===== config.mk =====
export PLATFORM = sky130hd
export DESIGN_NAME = hex_display_arbiter
export DESIGN_NICKNAME = d
export VERILOG_FILES = /design/src/rtl/hex_disp_pkg.sv /design/src/rtl/rr_priority_picker.sv /design/src/rtl/hex_display_arbiter.sv
export SDC_FILE = /design/constraint.sdc
export NUM_CORES = 1
export LEC_CHECK = 0
export CAP_MARGIN = 15
export CORE_UTILIZATION = 52
export DETAILED_ROUTE_END_ITERATION = 16
export GPL_TIMING_DRIVEN = 0
export PLACE_DENSITY = 0.81
export SETUP_SLACK_MARGIN = 0.1
export SYNTH_ARGS = -nofsm -noshare
export SYNTH_HDL_FRONTEND = slang
export SYNTH_SLANG_ARGS = --single-unit

===== constraint.sdc =====
create_clock -name clk -period 2.8 [get_ports clk]
set_input_delay 0.28 -clock clk [delete_from_list [all_inputs] [get_ports clk]]
set_output_delay 0.28 -clock clk [all_outputs]
set_load 0.005 [all_outputs]

===== src/rtl/hex_disp_pkg.sv =====
// Shared definitions for the hex display arbiter: FSM state encoding and
// default timing constants for a 100 MHz system clock.
package hex_disp_pkg;

  typedef enum logic [1:0] {
    IDLE  = 2'd0,
    GRANT = 2'd1,
    BLANK = 2'd2
  } state_t;

  // 1 s of on-screen time and 1 ms of blanking at 100 MHz
  localparam int DEF_MIN_HOLD     = 100_000_000;
  localparam int DEF_BLANK_CYCLES = 100_000;

endpackage


===== src/rtl/rr_priority_picker.sv =====
// Combinational round-robin picker: returns the first asserted request
// found when scanning from ptr upward, wrapping modulo NREQ.
module rr_priority_picker #(
  parameter int NREQ = 4,
  parameter int IW   = $clog2(NREQ)
) (
  input  logic [NREQ-1:0] req,
  input  logic [IW-1:0]   ptr,
  output logic [IW-1:0]   winner,
  output logic            any_req
);

  // Scan offsets from farthest to nearest so the nearest hit to ptr wins
  always_comb begin
    winner  = '0;
    any_req = |req;
    for (int k = NREQ - 1; k >= 0; k--) begin
      if (req[(int'(ptr) + k) % NREQ]) begin
        winner = IW'((int'(ptr) + k) % NREQ);
      end
    end
  end

endmodule


===== src/rtl/hex_display_arbiter.sv =====
// Time-shares one 4-digit hex 7-segment display among NREQ requesters.
// Owners are picked round-robin, shown for at least MIN_HOLD cycles, and
// separated by BLANK_CYCLES of dark display so digits do not ghost.
module hex_display_arbiter
  import hex_disp_pkg::*;
#(
  parameter int NREQ         = 4,
  parameter int DW           = 16,
  parameter int MIN_HOLD     = DEF_MIN_HOLD,
  parameter int BLANK_CYCLES = DEF_BLANK_CYCLES,
  localparam int IW          = $clog2(NREQ)
) (
  input  logic             clk,
  input  logic             rst_n,
  input  logic [NREQ-1:0]  req,
  input  logic [NREQ*DW-1:0] req_data,
  output logic [NREQ-1:0]  gnt,
  output logic [IW-1:0]    active_id,
  output logic [DW-1:0]    disp_data,
  output logic             disp_blank
);

  localparam int HW = $clog2(MIN_HOLD + 1);
  localparam int BW = $clog2(BLANK_CYCLES + 1);

  state_t          state;
  logic [IW-1:0]   ptr;
  logic [HW-1:0]   hold_cnt;
  logic [BW-1:0]   blank_cnt;

  logic [IW-1:0]   winner;
  logic            any_req;
  logic            owner_req;
  logic            others_req;
  logic            hold_met;
  logic [DW-1:0]   owner_data;
  logic [DW-1:0]   winner_data;
  logic [IW-1:0]   next_ptr;

  rr_priority_picker #(
    .NREQ (NREQ),
    .IW   (IW)
  ) u_picker (
    .req     (req),
    .ptr     (ptr),
    .winner  (winner),
    .any_req (any_req)
  );

  // Owner-relative views of the request bus; gnt is one-hot on the owner in GRANT
  always_comb begin
    owner_req   = req[active_id];
    others_req  = |(req & ~gnt);
    hold_met    = (hold_cnt == HW'(MIN_HOLD));
    owner_data  = req_data[int'(active_id)*DW +: DW];
    winner_data = req_data[int'(winner)*DW +: DW];
    next_ptr    = (active_id == IW'(NREQ - 1)) ? '0 : active_id + IW'(1);
  end

  // Arbitration FSM with all outputs registered
  always_ff @(posedge clk or negedge rst_n) begin
    if (!rst_n) begin
      state      <= IDLE;
      gnt        <= '0;
      active_id  <= '0;
      disp_data  <= '0;
      disp_blank <= 1'b1;
      ptr        <= '0;
      hold_cnt   <= '0;
      blank_cnt  <= '0;
    end else begin
      case (state)
        IDLE: begin
          if (any_req) begin
            gnt        <= NREQ'(1) << winner;
            active_id  <= winner;
            disp_data  <= winner_data;
            disp_blank <= 1'b0;
            hold_cnt   <= HW'(1);
            state      <= GRANT;
          end
        end
        GRANT: begin
          // Leave only once the hold is met and someone else wants the
          // display, or the owner has let go
          if (hold_met && (!owner_req || others_req)) begin
            gnt        <= '0;
            disp_blank <= 1'b1;
            ptr        <= next_ptr;
            blank_cnt  <= BW'(1);
            state      <= BLANK;
          end else begin
            if (!hold_met) begin
              hold_cnt <= hold_cnt + HW'(1);
            end
            // Live update while the owner requests; freeze otherwise
            if (owner_req) begin
              disp_data <= owner_data;
            end
          end
        end
        BLANK: begin
          if (blank_cnt == BW'(BLANK_CYCLES)) begin
            state <= IDLE;
          end else begin
            blank_cnt <= blank_cnt + BW'(1);
          end
        end
        default: begin
          state      <= IDLE;
          gnt        <= '0;
          disp_blank <= 1'b1;
        end
      endcase
    end
  end

endmodule


==> results.md, run 1 <==
* CTS resizes at 0
* # setup viols final at 0
* RSZ-0062 raised after global routing: no
* Synth cell types at 56
* Max_cap viols at 0
* DR iter-0 viols at 304
* Peak Freq at 406 MHz
* Drt first pass iters at 5
* Initial core utilization at 54.2%
* Worst path required time at 3.03 ns
* CP endpoint kind: flip-flop
* Final Instance Area at 5770 µm²
* Setup ws final at 0.335 ns
* Hold Buf Count CTS at 0
* Placed cell areas at 5520 µm²
* Area growth, synth to finish at 29.1%
* Clock tree sinks at 71
* Synth Flop Type: dfrtp_1
* Total GRT Usage at 30.2%
* Buffers on Ports at 92
* Clock Tree Root: clkbuf_8
* Tot Pwr at 2.72 mW
* Top-count cell post-synth: dfrtp_1
* Layout Nets at 668
* Routability congestion estimate at 0.913
* Ys async rst share at 100%
* Final Hold Violating Endpoints at 0
* Post-route minimum period at 2.46 ns
* FP Rows at 33
* DRC at 0
* Vias at 4518
* Top post-synthesis cells by area: dfrtp_1, a221oi_1, and2_1
* Routed wire length at 13000 µm
* Ys Warns at 0
* Fin. max-slew vios at 0
* Ant. Diodes at 0
* Syn avg cell area at 9.13 µm²
* Clock slew at the register clock pins of the worst setup and hold paths at 0.08 ns
* Slew Limit Headroom at 40.4%
* Clk buf depth at 2
* Post-synth top area share at 39.2%
* Hold WC Path Type: input port to async pin
* First-pass GRT wire length at 21200 µm
* Syn nets at 565
* Seq/Total Area, Yosys at 39.8%
* Synth area leader: dfrtp_1
* Slew @ Worst Pin at 0.894 ns
* Pre-CTS setup slack at -0.0679 ns
* Share of layout cells above drive strength 1 at 7.86%
* Outcome: finished, final reports clean
* Core Area at 8260 µm²
* DIE AREA at 8970 µm²
* TritonCTS buffer count at 9
* Startpoint Class: input port
* Power Density at 472 nW/µm²
* Filler cells at 643
* Static Leak at 2.29 nW
* Synthesized area at 4470 µm²
* Worst Path Max Fanout at 10
* Critical Path AT at 2.69 ns
* Vias/cell at 6.43
* CTS tree: done
* Worst-skew pair later-pin latency at 0.35 ns
* Vias in the first global route at 4404
* Final Cycle Share at 88.0%
* FF+latch count, synth at 71
* Number of flops mapped to enable cells by yosys at 0
* Clock skew at 0.00651 ns
* DP HPWL at 9500 µm
* Worst VDD drop at 0.000277 V
* Kind of critical path: input port to flip-flop
* Cells after synthesis at 490
* I/O Pins at 93
* Antenna-violating nets left at 0
* Gr ovfl total at 0
* Initial antenna violation count at 0
* DR WL/cell at 18.5 µm
* H-tree level count at 3
* Die height at 94.7 µm
* Width of the die at 94.7 µm
* Setup Fix Bufs, Post-CTS at 0
* Largest net degree at the start of global routing at 72
* Post-synth top cells: dfrtp_1, and2_1, a221oi_1
-- report_power, final --
group	internal, mW	total (mW)	switching (mW)
Clock	0.613	1.01	0.399
Sequential	1.11	1.20	0.0839
Combinational	0.302	0.515	0.213
-- critical path: stages --
cell and delay [ns]:
clkdlybuf4s50_1 0.53, nand2b_1 0.25, o2111a_1 0.30, or3_1 0.38, clkbuf_1 0.21, clkbuf_1 0.28, a221oi_1 0.33, o31ai_1 0.12
-- path summary, 6_finish.rpt --
| check | startpoint | end | slack, ns | depth (start not counted) |
|---|---|---|---|---|
| max | req[1] | disp_data[7]$_DFFE_PN0P_ | 0.34 | 8 |
| min | rst_n | hold_cnt[18]$_DFFE_PN0P_ | 0.05 | 1 |
| max reg2reg | active_id[0]$_DFFE_PN0P_ | disp_data[4]$_DFFE_PN0P_ | 0.37 | 5 |
| min reg2reg | disp_data[9]$_DFFE_PN0P_ | disp_data[9]$_DFFE_PN0P_ | 0.54 | 2 |
| max in group asynchronous | rst_n | disp_data[12]$_DFFE_PN0P_ | 2.17 | 1 |
| min in group clk | disp_data[9]$_DFFE_PN0P_ | disp_data[9]$_DFFE_PN0P_ | 0.54 | 2 |
-- area by class of cell --
class	instances	area, µm²	area share [%]
Inverter	12	45.0	0.780
Multi-Input combinational cell	370	2490	43.1
Clock inverter	6	108	1.86
Timing Repair Buffer	92	918	15.9
Tap cell	105	131	2.28
Buffer	37	169	2.93
Clock buffer	10	138	2.38
Sequential cell	71	1780	30.8
-- placed cells by master, fill, tap and decap left out, types with 12 or more instances in the layout --
master,n
a21oi_1,25
a221oi_1,32
and2_1,36
buf_2,14
clkbuf_1,17
clkdlybuf4s50_1,91
dfrtp_1,70
inv_1,12
nand2_1,30
nand3_1,22
nand4_1,12
nor2_1,23
nor4_1,14
o211ai_1,17
o21ai_0,13
o31ai_1,29
or4_1,15
xnor2_1,12
-- sequential cells by signal, summed over array words and instances (netlist names) --
signal	cells
disp_blank	1
ptr	2
hold_cnt	27
gnt	4
active_id	2
state	2
blank_cnt	17
disp_data	16
-- through the flow --
stage               cells  hold slack (ns)  setup TNS [ns]  util (%)
detailed placement    687            0.470          -0.372      66.9
global route          703            0.138               0      69.9
finish                703           0.0480               0      69.9
CTS                   703           0.0927               0      69.8
global placement      687            0.515          -68.02      66.9
floorplan             490          -0.0156               0         -
-- kinds of logic (layout without fill, tap and decap cells) --
kind of cell / count (synthesis) / in the layout / synth area share (%)
XOR/XNOR: 17 / 17 / 3.33
buffers and inverters: 49 / 157 / 4.78
flip-flops: 71 / 71 / 39.8
multiplexers: 4 / 4 / 1.20
adder cells (fa/ha/maj): 5 / 5 / 1.40
AND/OR/NAND/NOR: 206 / 206 / 26.7
AO/OA/AOI/OAI: 138 / 138 / 22.8
-- per-layer routing --
| metal | vias to the layer above | GRT usage, % | part of all wire [%] |
|---|---|---|---|
| li1 | 2092 | - | - |
| met1 | 2184 | 39.4 | 43 |
| met2 | 202 | 47.8 | 48 |
| met3 | 40 | 5.72 | 6.5 |
| met4 | 0 | 15.3 | 3.2 |
| met5 | - | 0 | 0 |
No activity file was read; power rests on OpenSTA's default activity.
==> run 2, diff against run 1 <==
clock period = 2.3 ns   (was 2.8 ns; I/O delays follow)
==> run 2 against run 1 <==
  * The run now ends with negative hold slack left
  * Sequential power rose by 23%
  * Via count rose by 4.1%
  * Die area did not move
  * Non-clock buffer count rose by 10
  * Combinational power rose by 36%
  * Utilization rose by 4.5 points
  * Critical path depth did not move
  * Register-to-register slack got worse by 0.26 ns
  * Clock skew fell by 0.0017 ns
  * Global-route usage rose by 0.74 points
  * Sequential share of layout area fell by 1.7 points
  * Flip-flop and latch count did not move
==> results.md, run 2 (same netlist as run 1, synthesis figures left out) <==
* Failing checks: negative hold slack
* Vias/cell at 6.59 (was 6.43)
* Outcome: complete, but fails checks (was finished, final reports clean)
* Number of flip-flops in the largest register at 27 (unchanged)
* Drt first pass iters at 6 (was 5)
* Most frequent cells in the layout: clkdlybuf4s50_1, dfrtp_1, and2_1 (unchanged)
* Width of the die at 94.7 µm (unchanged)
* Most common cell after layout, fill and taps aside: clkdlybuf4s50_1 (unchanged)
* CP endpoint kind: flip-flop (unchanged)
* Vias at 4702 (was 4518)
* Static Leak at 2.45 nW (was 2.29 nW)
* Critical Path AT at 2.42 ns (was 2.69 ns)
* Clock slew at the register clock pins of the worst setup and hold paths at 0.08 ns (about the same)
* H-tree level count at 3 (unchanged)
* Biggest regs: hold_cnt: 27 flops, blank_cnt: 17 flops, disp_data: 16 flops (unchanged)
* Worst-case reg-to-reg path depth at 8 (was 5)
* DP HPWL at 9500 µm (unchanged)
* Slew @ Worst Pin at 0.891 ns (was 0.894 ns)
* I/O Pins at 93 (unchanged)
* Core Area at 8260 µm² (unchanged)
* Hold WC Path Type: input port to async pin (unchanged)
* First-pass GRT wire length at 21700 µm (was 21200 µm)
* Hold Buf Count CTS at 0 (unchanged)
* Clock tree sinks at 71 (unchanged)
* WHS at -0.00102 ns (was 0.0480 ns)
* Final Cycle Share at 95.3%
* Ant. Diodes at 0 (unchanged)
* Clock skew at 0.00484 ns (was 0.00651 ns)
* Clock Tree Root: clkbuf_8 (unchanged)
* Initial antenna violation count at 0 (unchanged)
* Total GRT Usage at 30.9% (was 30.2%)
* DRC at 0 (unchanged)
* Post-route minimum period at 2.19 ns
* Kind of critical path: flip-flop to flip-flop (was input port to flip-flop)
* Worst-skew pair later-pin latency at 0.35 ns (about the same)
* DR WL/cell at 19.4 µm (was 18.5 µm)
* Area growth, synth to finish at 37.4% (was 29.1%)
* RSZ-0062 raised after global routing: yes (was no)
* Routability congestion estimate at 0.913 (unchanged)
* Vias in the first global route at 4458 (was 4404)
* Routed wire length at 13800 µm (was 13000 µm)
* Worst path required time at 2.53 ns (was 3.03 ns)
* CTS tree: done (unchanged)
* Initial core utilization at 54.2% (unchanged)
* Final Hold Violating Endpoints at 1 (was 0)
* Worst Path Max Fanout at 10 (unchanged)
* DIE AREA at 8970 µm² (unchanged)
* Die height at 94.7 µm (unchanged)
* Slew Limit Headroom at 40.6% (was 40.4%)
* Peak Freq at 456 MHz
* Share of layout cells above drive strength 1 at 17.1% (was 7.86%)
* Filler cells at 586 (was 643)
* Gr ovfl total at 0 (unchanged)
* Antenna-violating nets left at 0 (unchanged)
* Setup slack, reg-to-reg at 0.11 ns (was 0.37 ns)
* Power Density at 557 nW/µm² (was 472 nW/µm²)
* Clk buf depth at 2 (unchanged)
* Fin. max-slew vios at 0 (unchanged)
* Max_cap viols at 0 (unchanged)
* Most flops, register: hold_cnt (unchanged)
* Layout Nets at 678 (was 668)
* Tot Pwr at 3.42 mW (was 2.72 mW)
* Startpoint Class: flip-flop (was input port)
* TritonCTS buffer count at 9 (unchanged)
* FP Rows at 33 (unchanged)
* # setup viols final at 0 (unchanged)
* Final core occ at 74.4% (was 69.9%)
* DR iter-0 viols at 393 (was 304)
* Buffers on Ports at 92 (unchanged)
* Largest net degree at the start of global routing at 72 (unchanged)
* Worst VDD drop at 0.000345 V (was 0.000277 V)
-- run 2: final timing paths --
path                                                from                       end
worst max-delay path                state[1]$_DFFE_PN0P_  disp_data[5]$_DFFE_PN0P_
worst min-delay path                               rst_n  hold_cnt[18]$_DFFE_PN0P_
worst max register to register      state[1]$_DFFE_PN0P_  disp_data[5]$_DFFE_PN0P_
worst min register to register  blank_cnt[0]$_DFFE_PN0P_  blank_cnt[0]$_DFFE_PN0P_
max in group asynchronous                          rst_n  active_id[0]$_DFFE_PN0P_
min in group clk                blank_cnt[0]$_DFFE_PN0P_  blank_cnt[0]$_DFFE_PN0P_
-- run 2: metal layers --
layer  track usage [%]  routed length [µm]  up-vias
li1                  -                   -     2120
met1              40.2                5520     2275
met2              49.8                6830      250
met3              5.72                 969       57
met4              14.5                 482        0
met5                 0                   0        -
-- run 2: stage by stage --
stage	TNS, ns	instance area (µm²)	worst slack, ns	cells	hold WS, ns
5_1_grt	-0.0125	6140	-0.0125	713	0.0895
2_1_floorplan	0	4470	0.239	490	-0.0656
3_5_place_dp	-17.94	5520	-0.518	687	0.420
4_1_cts	0	5860	0.0886	705	0.0427
3_3_place_gp	-117.50	5520	-1.41	687	0.515
6_report	0	6140	0.107	713	-0.00102
-- run 2: what timing repair did --
action | in CTS | in global routing
resized for setup | 23 | 69
buffers inserted | 3 | 8
endpoints found under the setup margin | 54 | 47
pin swaps | 3 | 7
-- run 2: layout make-up --
type / count / area (µm²) / share of cell area [%]
clock buffers: 10 / 138 / 2.24
flip-flops and latches: 71 / 1790 / 29.1
well taps: 105 / 131 / 2.14
inverters: 12 / 45.0 / 0.733
repair buffers: 103 / 1000 / 16.4
plain buffers: 36 / 228 / 3.71
clock inverters: 6 / 108 / 1.75
multi-input cells: 370 / 2700 / 44.0
-- run 2: critical path: stages, from the launching register on --
cell and delay, ns:
dfrtp_1 0.36, clkbuf_4 0.19, nand2b_4 0.18, o2111a_1 0.18, or3_1 0.39, buf_2 0.20
buf_6 0.17, a221oi_1 0.29, o31ai_1 0.12
-- run 2: power by group --
group | switching (mW) | internal, mW | total, mW
combinational | 0.289 | 0.413 | 0.702
clock | 0.494 | 0.746 | 1.24
sequential | 0.121 | 1.36 | 1.48
==> run 3, diff against run 2 <==
ABC_CLOCK_PERIOD_IN_PS = 2300   (was not set)
==> results of run 3 <==
No change in the layout: final DEF, timing and power equal those of run 2.
